$ cat config.mk
export PLATFORM = sky130hd
export DESIGN_NAME = mips
export DESIGN_NICKNAME = d
export VERILOG_FILES = /design/src/rtl/mips_pkg.sv /design/src/rtl/mips_controller.sv /design/src/rtl/mips.sv
export SDC_FILE = /design/constraint.sdc
export NUM_CORES = 1
export LEC_CHECK = 0
export BUFFER_PORTS_ARGS = -buffer_cell sky130_fd_sc_hd__buf_2
export CAP_MARGIN = 20
export CORE_MARGIN = 5
export CORE_UTILIZATION = 38
export CTS_BUF_LIST = sky130_fd_sc_hd__clkbuf_4 sky130_fd_sc_hd__clkbuf_8
export DETAILED_ROUTE_END_ITERATION = 6
export SLEW_MARGIN = 20
export SYNTH_ARGS = -nofsm -noshare
export SYNTH_HDL_FRONTEND = slang
export SYNTH_SLANG_ARGS = --single-unit
$ cat constraint.sdc
create_clock -name clk -period 7.5 [get_ports clk]
set_clock_uncertainty 0.05 [all_clocks]
set_input_delay 0.375 -clock clk [delete_from_list [all_inputs] [get_ports clk]]
set_output_delay 0.375 -clock clk [all_outputs]
set_load 0.005 [all_outputs]
$ cat src/rtl/mips_pkg.sv
// Shared encodings for the multicycle 8-bit MIPS-subset core: opcodes, functs,
// ALU control, FSM states and the control-word bundle driven by the controller.
package mips_pkg;

   localparam logic [5:0] OP_RTYPE = 6'b000000;
   localparam logic [5:0] OP_J     = 6'b000010;
   localparam logic [5:0] OP_BEQ   = 6'b000100;
   localparam logic [5:0] OP_ADDI  = 6'b001000;
   localparam logic [5:0] OP_LB    = 6'b100000;
   localparam logic [5:0] OP_SB    = 6'b101000;

   localparam logic [5:0] FN_ADD = 6'b100000;
   localparam logic [5:0] FN_SUB = 6'b100010;
   localparam logic [5:0] FN_AND = 6'b100100;
   localparam logic [5:0] FN_OR  = 6'b100101;
   localparam logic [5:0] FN_SLT = 6'b101010;

   typedef enum logic [2:0] {
      ALU_ADD,
      ALU_SUB,
      ALU_AND,
      ALU_OR,
      ALU_SLT,
      ALU_ZERO
   } alu_ctrl_e;

   typedef enum logic [3:0] {
      S_FETCH1,
      S_FETCH2,
      S_FETCH3,
      S_FETCH4,
      S_DECODE,
      S_MEMADR,
      S_LBRD,
      S_LBWR,
      S_SBWR,
      S_RTYPEEX,
      S_RTYPEWR,
      S_BEQEX,
      S_JEX,
      S_ADDIEX,
      S_ADDIWR
   } state_e;

   typedef enum logic [1:0] {
      SRCB_B,
      SRCB_IMM,
      SRCB_IMM_SH2
   } srcb_e;

   typedef struct packed {
      logic      memread;
      logic      memwrite;
      logic      iord;
      logic [3:0] irwrite;
      logic      pcinc;
      logic      pcbranch;
      logic      pcjump;
      logic      abwrite;
      logic      srca_a;
      srcb_e     srcb;
      alu_ctrl_e aluctrl;
      logic      aluout_we;
      logic      mdrwrite;
      logic      regwrite;
      logic      regdst_rd;
      logic      memtoreg;
   } ctrl_t;

   // Unknown functs map to ALU_ZERO so the R-type writes 0 to rd.
   function automatic alu_ctrl_e alu_decode(input logic [5:0] funct);
      alu_ctrl_e r;
      case (funct)
         FN_ADD:  r = ALU_ADD;
         FN_SUB:  r = ALU_SUB;
         FN_AND:  r = ALU_AND;
         FN_OR:   r = ALU_OR;
         FN_SLT:  r = ALU_SLT;
         default: r = ALU_ZERO;
      endcase
      return r;
   endfunction

endpackage

$ cat src/rtl/mips_controller.sv
// Multicycle FSM and ALU decode. Control word is registered alongside the state
// by decoding the next state, so every datapath control is a flop output.
module mips_controller
   import mips_pkg::*;
(
   input  logic       clk_i,
   input  logic       rst_ni,
   input  logic [5:0] op_i,
   input  logic [5:0] funct_i,
   output ctrl_t      ctrl_o
);

   state_e state_q, state_d;
   ctrl_t  ctrl_q;

   function automatic ctrl_t ctrl_for(input state_e s, input logic [5:0] funct);
      ctrl_t c;
      c = '0;
      c.srcb    = SRCB_B;
      c.aluctrl = ALU_ADD;
      case (s)
         S_FETCH1: begin c.memread = 1'b1; c.irwrite = 4'b0001; c.pcinc = 1'b1; end
         S_FETCH2: begin c.memread = 1'b1; c.irwrite = 4'b0010; c.pcinc = 1'b1; end
         S_FETCH3: begin c.memread = 1'b1; c.irwrite = 4'b0100; c.pcinc = 1'b1; end
         S_FETCH4: begin c.memread = 1'b1; c.irwrite = 4'b1000; c.pcinc = 1'b1; end
         S_DECODE: begin
            c.abwrite   = 1'b1;
            c.srcb      = SRCB_IMM_SH2;
            c.aluout_we = 1'b1;
         end
         S_MEMADR, S_ADDIEX: begin
            c.srca_a    = 1'b1;
            c.srcb      = SRCB_IMM;
            c.aluout_we = 1'b1;
         end
         S_LBRD:    begin c.memread = 1'b1; c.iord = 1'b1; c.mdrwrite = 1'b1; end
         S_LBWR:    begin c.regwrite = 1'b1; c.memtoreg = 1'b1; end
         S_SBWR:    begin c.memwrite = 1'b1; c.iord = 1'b1; end
         S_RTYPEEX: begin
            c.srca_a    = 1'b1;
            c.aluctrl   = alu_decode(funct);
            c.aluout_we = 1'b1;
         end
         S_RTYPEWR: begin c.regwrite = 1'b1; c.regdst_rd = 1'b1; end
         S_BEQEX:   begin c.srca_a = 1'b1; c.aluctrl = ALU_SUB; c.pcbranch = 1'b1; end
         S_JEX:     c.pcjump = 1'b1;
         S_ADDIWR:  c.regwrite = 1'b1;
         default:   ;
      endcase
      return c;
   endfunction

   always_comb begin
      state_d = S_FETCH1;
      case (state_q)
         S_FETCH1: state_d = S_FETCH2;
         S_FETCH2: state_d = S_FETCH3;
         S_FETCH3: state_d = S_FETCH4;
         S_FETCH4: state_d = S_DECODE;
         S_DECODE: begin
            case (op_i)
               OP_LB, OP_SB: state_d = S_MEMADR;
               OP_RTYPE:     state_d = S_RTYPEEX;
               OP_BEQ:       state_d = S_BEQEX;
               OP_J:         state_d = S_JEX;
               OP_ADDI:      state_d = S_ADDIEX;
               default:      state_d = S_FETCH1;
            endcase
         end
         S_MEMADR:  state_d = (op_i == OP_LB) ? S_LBRD : S_SBWR;
         S_LBRD:    state_d = S_LBWR;
         S_RTYPEEX: state_d = S_RTYPEWR;
         S_ADDIEX:  state_d = S_ADDIWR;
         default:   state_d = S_FETCH1;
      endcase
   end

   always_ff @(posedge clk_i) begin
      if (!rst_ni) begin
         state_q <= S_FETCH1;
         ctrl_q  <= ctrl_for(S_FETCH1, funct_i);
      end else begin
         state_q <= state_d;
         ctrl_q  <= ctrl_for(state_d, funct_i);
      end
   end

   assign ctrl_o = ctrl_q;

endmodule

$ cat src/rtl/mips.sv
// Multicycle 8-bit MIPS-subset core: datapath (PC, IR, register file, ALU and
// operand muxes) around mips_controller; sole master of a byte-wide memory.
module mips
   import mips_pkg::*;
#(
   parameter int WIDTH   = 8,
   parameter int REGBITS = 3
) (
   input  logic             clk,
   input  logic             reset,
   input  logic [WIDTH-1:0] memdata,
   output logic             memread,
   output logic             memwrite,
   output logic [WIDTH-1:0] adr,
   output logic [WIDTH-1:0] writedata
);

   localparam int NREGS = 2 ** REGBITS;

   ctrl_t ctrl;

   logic [WIDTH-1:0] pc_q, pc_d;
   logic [31:0]      ir_q, ir_d;
   logic [WIDTH-1:0] a_q, a_d;
   logic [WIDTH-1:0] b_q, b_d;
   logic [WIDTH-1:0] aluout_q, aluout_d;
   logic [WIDTH-1:0] mdr_q, mdr_d;
   logic [WIDTH-1:0] rf_q [NREGS];

   logic [5:0]         op, funct;
   logic [REGBITS-1:0] rs, rt, rd, wa;
   logic [WIDTH-1:0]   imm, rd1, rd2, wd;
   logic [WIDTH-1:0]   srca, srcb, aluresult;
   logic               zero;
   logic               unused_ir;

   mips_controller u_ctrl (
      .clk_i   (clk),
      .rst_ni  (reset),
      .op_i    (op),
      .funct_i (funct),
      .ctrl_o  (ctrl)
   );

   function automatic logic [WIDTH-1:0] alu(input alu_ctrl_e c,
                                            input logic [WIDTH-1:0] x,
                                            input logic [WIDTH-1:0] y);
      logic [WIDTH-1:0] diff;
      logic [WIDTH-1:0] r;
      diff = x - y;
      case (c)
         ALU_ADD: r = x + y;
         ALU_SUB: r = diff;
         ALU_AND: r = x & y;
         ALU_OR:  r = x | y;
         ALU_SLT: r = {{(WIDTH-1){1'b0}}, diff[WIDTH-1]};
         default: r = '0;
      endcase
      return r;
   endfunction

   assign op    = ir_q[31:26];
   assign funct = ir_q[5:0];
   assign rs    = ir_q[21 +: REGBITS];
   assign rt    = ir_q[16 +: REGBITS];
   assign rd    = ir_q[11 +: REGBITS];
   assign imm   = ir_q[WIDTH-1:0];
   assign unused_ir = ^{ir_q[25:24], ir_q[20:19], ir_q[15:14], ir_q[10:8]};

   assign rd1 = (rs == '0) ? '0 : rf_q[rs];
   assign rd2 = (rt == '0) ? '0 : rf_q[rt];

   always_comb begin
      srca = ctrl.srca_a ? a_q : pc_q;
      case (ctrl.srcb)
         SRCB_IMM:     srcb = imm;
         SRCB_IMM_SH2: srcb = {imm[WIDTH-3:0], 2'b00};
         default:      srcb = b_q;
      endcase
   end

   assign aluresult = alu(ctrl.aluctrl, srca, srcb);
   assign zero      = (aluresult == '0);

   assign wa = ctrl.regdst_rd ? rd : rt;
   assign wd = ctrl.memtoreg ? mdr_q : aluout_q;

   always_comb begin
      pc_d = pc_q;
      if (ctrl.pcinc)
         pc_d = pc_q + WIDTH'(1);
      else if (ctrl.pcbranch && zero)
         pc_d = aluout_q;
      else if (ctrl.pcjump)
         pc_d = {ir_q[WIDTH-3:0], 2'b00};

      // Instruction bytes arrive most-significant first.
      ir_d = ir_q;
      for (int i = 0; i < 4; i++)
         if (ctrl.irwrite[i])
            ir_d[31-8*i -: 8] = memdata[7:0];

      a_d      = ctrl.abwrite   ? rd1       : a_q;
      b_d      = ctrl.abwrite   ? rd2       : b_q;
      aluout_d = ctrl.aluout_we ? aluresult : aluout_q;
      mdr_d    = ctrl.mdrwrite  ? memdata   : mdr_q;
   end

   always_ff @(posedge clk) begin
      if (!reset) begin
         pc_q     <= '0;
         ir_q     <= '0;
         a_q      <= '0;
         b_q      <= '0;
         aluout_q <= '0;
         mdr_q    <= '0;
         for (int i = 0; i < NREGS; i++)
            rf_q[i] <= '0;
      end else begin
         pc_q     <= pc_d;
         ir_q     <= ir_d;
         a_q      <= a_d;
         b_q      <= b_d;
         aluout_q <= aluout_d;
         mdr_q    <= mdr_d;
         if (ctrl.regwrite && (wa != '0))
            rf_q[wa] <= wd;
      end
   end

   // Reset forces the bus idle immediately, so a store in flight never lands.
   assign memread   = ctrl.memread | ~reset;
   assign memwrite  = ctrl.memwrite & reset;
   assign adr       = !reset ? '0 : (ctrl.iord ? aluout_q : pc_q);
   assign writedata = !reset ? '0 : b_q;

endmodule

==> flow_metrics.env, run 1 <==
export IMPL_gp_congestion=0.871
export IMPL_core_um2=21800
export IMPL_cts_sinks=158
export IMPL_post_cts_buffers=0
export IMPL_rr_worst_depth=13
export IMPL_rr_startpoint="u_ctrl.ctrl_o[9]"
export IMPL_ys_ff_latch=158
export IMPL_async_flop_share_pct=0
export IMPL_max_slew_margin_rel_pct=40.5
export IMPL_powerDensity_nw_per_um2=201
export IMPL_routedWlPerCell_um=18.4
export IMPL_stdcell_area_um2=9220
export IMPL_dp_hpwl_um=15900
export IMPL_layout_nets=889
export IMPL_initial_utilization_pct=38.7
export IMPL_grt_pass1_vias=5920
export IMPL_crit_type="flip-flop to flip-flop"
export IMPL_period_minus_slack_ps=4500
export IMPL_finalCritPeriodShare_pct=59.9
export IMPL_cp_slowest_stage_delay_ps=520
export IMPL_timing_reg2reg_setup_slack_ps=3000
export IMPL_drc=0
export IMPL_hold_start="memdata[3]"
export IMPL_io_buffers=27
export IMPL_cts_buffer_depth=2
export IMPL_cts_tree="yes"
export IMPL_rows=54
export IMPL_worstPathCellList="clkinv_1 -> ha_1 -> a22oi_1 -> o21ai_0 -> ha_1 -> a21o_2 -> a211o_1 -> a222oi_1 -> or3_1 -> nand3_2 -> nor4_4 -> mux2_2 -> a2111oi_0"
export IMPL_crit_path_end_kind="flip-flop"
export IMPL_vias=6108
export IMPL_crit_path_start_kind="flip-flop"
export IMPL_die_y_um=159
export IMPL_ys_warn_count=0
export IMPL_yosysSeqAreaShare_pct=45.0
export IMPL_avgSynthCellArea_um2=10.1
export IMPL_fin_cells=1144
export IMPL_synth_cell_types=72
export IMPL_post_cts_resized=0
export IMPL_setup_tns_ps=0
export IMPL_synth_edff_count=64
export IMPL_setup_violations=0
export IMPL_antenna_left=0
export IMPL_htreeDepth=4
export IMPL_path_delay_family="compound AO/OA/AOI/OAI gates"
export IMPL_dr_pass1_iters=7
export IMPL_grt_pass1_wl_um=33400
export IMPL_cts_hold_buf=0
export IMPL_leakagePower_nw=3.26
export IMPL_max_slew_worst_pin_slew_ps=868
export IMPL_status="finished clean"
export IMPL_clkSlewWorstSetupHoldPaths_ps=100
export IMPL_grt_max_degree=52
export IMPL_vias_per_cell=5.34
export IMPL_overflow=0
export IMPL_place_inst=1112
export IMPL_netlist_area_um2=8440
export IMPL_cp_common_cell="ha_1"
export IMPL_antennaDiodeCount=0
export IMPL_drive_gt1_share_pct=14.0
export IMPL_hold_path_class="input pin to flip-flop"
export IMPL_cap_viol_max_count=0
export IMPL_cts_made_buffers=17
export IMPL_slowest_stage="nor4_4"
export IMPL_die_x_um=159
export IMPL_ir_worst_vdd_uv=129
export IMPL_antenna_found_initial=0
export IMPL_crit_buf_inv=1
export IMPL_ios=28
export IMPL_finalHoldViolCount=0
export IMPL_routed_wl_um=21100
export IMPL_cp_data_required_time_ps=7800
export IMPL_placedInstanceArea_um2=8800
export IMPL_worstHoldPathCells=3
export IMPL_critPathMaxFanout=13
export IMPL_slew_violations=0
export IMPL_die_area_um2=25300
export IMPL_drt_iter0_markers=332
export IMPL_reg2reg_to="pc_q[6]"
export IMPL_num_fill_cells=2153
export IMPL_netlist_instances=838
export IMPL_clockRootBuffer="clkbuf_8"
export IMPL_area_delta_synth_final_pct=9.16
export IMPL_fmax_ghz=0.222
export IMPL_crit_start="u_ctrl.ctrl_o[9]"
export IMPL_grt_util_all_layers_pct=16.6
export IMPL_worstHoldEndpoint="ir_q[3]"
export IMPL_crit_arrival_ps=4800
export IMPL_synth_ff_type="dfxtp_1"
export IMPL_worstSkewPairLatency_ps=470
export IMPL_rsz0062_at_grt="no"
==> how the worst max path moves through the flow <==
stage               endpoint  slack, ps  cells after the start
floorplan            pc_q[3]       3450                     16
global placement     pc_q[6]       3120                     15
detailed placement   pc_q[6]       3020                     13
CTS                  pc_q[6]       2990                     15
global route         pc_q[6]       2470                     14
finish               pc_q[6]       3000                     13
==> placed cells by master, fill, tap and decap left out, types with 8 or more instances in the layout <==
cell type  netlist  final
ha_1            26     26
o21ai_0         38     38
nor2_1         156    156
nor3_1          18     18
conb_1           1      8
mux4_2          32     32
a21oi_1         28     28
a31oi_1         10     10
nand2_1         56     56
edfxtp_1        64     64
mux2_2           9      9
nand3_1         10     10
inv_1           38     37
buf_2            1     27
nand2b_1        13     13
mux2i_1         76     76
and2_1          12     12
dfxtp_1         94     92
clkbuf_8         0     17
nor3b_1          9      9
==> synthesized netlist by cell type (13+ instances only) <==
master / number / share of area [%]
a21oi_1: 28 / 1.7
clkbuf_1: 34 / 1.5
dfxtp_1: 94 / 22
edfxtp_1: 64 / 23
ha_1: 26 / 3.9
inv_1: 38 / 1.7
mux2i_1: 76 / 9.0
mux4_2: 32 / 8.5
nand2_1: 56 / 2.5
nand2b_1: 13 / 0.96
nor2_1: 156 / 6.9
nor3_1: 18 / 1.1
o21ai_0: 38 / 2.3
==> power breakdown <==
group	internal, mW	total [mW]	leakage, nW	switching, mW
clock	0.259	0.657	0.206	0.398
sequential	0.927	0.985	1.42	0.0576
combinational	0.0996	0.207	1.64	0.107
==> registers in the layout (all words and copies together) (netlist names), named ones only <==
name,cells
rf_q,64
u_ctrl.ctrl_o,21
b_q,8
a_q,8
u_ctrl.state_q,4
ir_q,23
aluout_q,8
pc_q,8
mdr_q,8
==> logic make-up after synthesis <==
group           share of synthesized area [%]
flops                                    45.0
buf+inv                                  3.99
fa+ha+maj                                4.33
simple gates                             17.8
mux                                      18.7
xor+xnor                                0.415
other cells                            0.0444
compound gates                           9.66
==> cell type report <==
class	instances	area (µm²)	area share [%]
multi-input combinational	603	4330	47.0
clock inverter	15	178	1.93
tap	280	350	3.80
inverter	39	146	1.59
timing repair buffer	32	173	1.87
sequential	158	3810	41.3
clock buffer	17	234	2.54
==> stage by stage <==
step / power (mW) / hold WS (ps) / setup WS (ps) / util (%)
after detailed placement: 1.21 / 434 / 3020 / 40.3
after floorplan: 1.15 / 388 / 3450 / -
after CTS: 1.86 / 165 / 2990 / 42.2
final: 1.85 / 190 / 3000 / 42.2
after global placement: 1.21 / 413 / 3120 / 40.3
after global routing: 1.93 / 195 / 2470 / 42.2
==> worst min-delay path: stages <==
cell and delay [ps]:
buf_2 140, mux2i_1 80, nor2_1 70
==> routing by layer <==
layer | GRT usage, % | vias to the layer above | wire length (µm)
met4 | 5.35 | 0 | 402
li1 | - | 3033 | -
met3 | 2.43 | 18 | 787
met1 | 23.0 | 2927 | 9890
met2 | 26.8 | 130 | 10000
met5 | 0 | - | 0
Power figures use the tool's default switching activity.
==> inputs of run 2 (changes only) <==
==> constraint.sdc (replaced) <==
create_clock -name clk -period 4.4 [get_ports clk]
set_clock_uncertainty 0.05 [all_clocks]
set_input_delay 0.22 -clock clk [delete_from_list [all_inputs] [get_ports clk]]
set_output_delay 0.22 -clock clk [all_outputs]
set_load 0.005 [all_outputs]
==> flow_metrics.env, run 2 (synthesis gave the netlist of run 1 again) <==
export IMPL_slew_violations=0
export IMPL_grtUsageMet3_pct=2.95
export IMPL_totalPowerFinal_mw=3.11
export IMPL_setup_violations=0
export IMPL_period_minus_slack_ps=4130
export IMPL_clockRootBuffer="clkbuf_8"
export IMPL_max_flop_register="rf_q"
export IMPL_status="finished clean"
export IMPL_path_delay_family="compound AO/OA/AOI/OAI gates"
export IMPL_antennaDiodeCount=0
export IMPL_routedWlPerCell_um=18.7
export IMPL_hold_start="memdata[0]"
export IMPL_cts_sinks=158
export IMPL_rr_startpoint="u_ctrl.ctrl_o[9]"
export IMPL_grt_busiest_layer="met2"
export IMPL_crit_path_end_kind="flip-flop"
export IMPL_clkSlewWorstSetupHoldPaths_ps=100
export IMPL_dp_hpwl_um=16300
export IMPL_grt_util_met1_pct=23.3
export IMPL_slowest_stage="or4_4"
export IMPL_grt_util_all_layers_pct=16.9
export IMPL_area_delta_synth_final_pct=10.2
export IMPL_fin_cells=1155
export IMPL_hold_path_class="input pin to flip-flop"
export IMPL_drive_gt1_share_pct=15.7
export IMPL_stdcell_area_um2=9300
export IMPL_crit_type="flip-flop to flip-flop"
export IMPL_initial_utilization_pct=38.7
export IMPL_cap_viol_max_count=0
export IMPL_die_y_um=159
export IMPL_worstSkewPairLatency_ps=460
export IMPL_ir_worst_vdd_uv=189
export IMPL_io_buffers=27
export IMPL_antenna_left=0
export IMPL_cts_tree="yes"
export IMPL_die_x_um=159
export IMPL_powerDensity_nw_per_um2=334
export IMPL_cts_made_buffers=17
export IMPL_overflow=0
export IMPL_htreeDepth=4
export IMPL_crit_path_start_kind="flip-flop"
export IMPL_grt_pass1_vias=6039
export IMPL_drc=0
export IMPL_rows=54
export IMPL_cp_slowest_stage_delay_ps=650
export IMPL_fmax_ghz=0.242
export IMPL_grt_pass1_wl_um=34500
export IMPL_met2_usage_pct=26.7
export IMPL_final_cell_mix="nor2_1, dfxtp_1, mux2i_1"
export IMPL_final_common_cell="nor2_1"
export IMPL_reg2reg_to="pc_q[3]"
export IMPL_timing_reg2reg_setup_slack_ps=270
export IMPL_routed_wl_um=21600
export IMPL_cp_data_required_time_ps=4700
export IMPL_rsz0062_at_grt="no"
export IMPL_gp_congestion=0.856
export IMPL_dr_pass1_iters=5
export IMPL_max_slew_margin_rel_pct=34.8
export IMPL_critPathMaxFanout=13
export IMPL_worstPathCellList="ha_1 -> buf_4 -> o21ai_0 -> ha_1 -> or4_4 -> a31oi_1 -> xor2_1 -> o22ai_1 -> or4_4 -> a311o_1 -> o2bb2ai_1"
export IMPL_vias_per_cell=5.46
export IMPL_crit_arrival_ps=4430
export IMPL_rr_worst_depth=11
export IMPL_antenna_found_initial=0
export IMPL_fin_util_pct=42.6
export IMPL_setup_tns_ps=0
export IMPL_finalCritPeriodShare_pct=93.8
export IMPL_worstHoldPathCells=3
export IMPL_leakagePower_nw=3.31
export IMPL_crit_buf_inv=1
export IMPL_largest_reg_flops=64
export IMPL_finalHoldViolCount=0
export IMPL_core_um2=21800
export IMPL_layout_nets=900
export IMPL_worstHoldEndpoint="mdr_q[0]"
export IMPL_drt_iter0_markers=551
export IMPL_place_inst=1118
export IMPL_max_slew_worst_pin_slew_ps=951
export IMPL_die_area_um2=25300
export IMPL_vias=6304
export IMPL_cts_buffer_depth=2
export IMPL_ios=28
export IMPL_placedInstanceArea_um2=8850
export IMPL_grt_max_degree=35
-- run 2: through the flow --
step                      setup slack (ps)  hold slack, ps
after global routing                  1.90            36.6
after floorplan                        354             317
after CTS                              199            25.9
after detailed placement               186             432
final                                  274            38.3
after global placement                 258             424
-- run 2: worst max-delay path by stage --
| stage | startpoint | end | depth (start not counted) |
|---|---|---|---|
| 3_5_place_dp | u_ctrl.ctrl_o[9] | pc_q[3] | 15 |
| 5_1_grt | u_ctrl.ctrl_o[9] | pc_q[6] | 13 |
| 4_1_cts | u_ctrl.ctrl_o[9] | pc_q[3] | 14 |
| 6_report | u_ctrl.ctrl_o[9] | pc_q[3] | 11 |
| 2_1_floorplan | u_ctrl.ctrl_o[8] | pc_q[3] | 16 |
| 3_3_place_gp | u_ctrl.ctrl_o[9] | pc_q[3] | 14 |
-- run 2: worst register-to-register path, stage by stage (launching register included) --
cell	delay, ps
dfxtp_1	420
ha_1	290
buf_4	190
o21ai_0	390
ha_1	420
or4_4	570
a31oi_1	210
xor2_1	170
o22ai_1	190
or4_4	650
a311o_1	340
o2bb2ai_1	120
-- run 2: area by class of cell --
type,count,area (µm²)
inverters,39,146
multi-input cells,603,4350
repair buffers,43,255
fillers,2104,12500
clock inverters,15,159
clock buffers,17,234
flip-flops and latches,158,3810
well taps,280,350
-- run 2: power by group --
group / leakage [nW] / switching [mW] / total [mW] / internal, mW
logic: 1.69 / 0.189 / 0.368 / 0.178
registers: 1.42 / 0.0980 / 1.68 / 1.58
clock network: 0.202 / 0.633 / 1.06 / 0.431
-- run 2: routing by layer --
layer | routed length (µm) | share of wire (%)
met1 | 10000 | 46
met2 | 10000 | 46
met3 | 893 | 4.1
met4 | 629 | 2.9
met5 | 0 | 0
-- run 2: what timing repair did --
action | 4_1_cts | 5_1_grt
setup endpoints to repair | 0 | 7
hold buffers | 0 | 0
resized for setup | 0 | 8
buffers inserted | 0 | 5
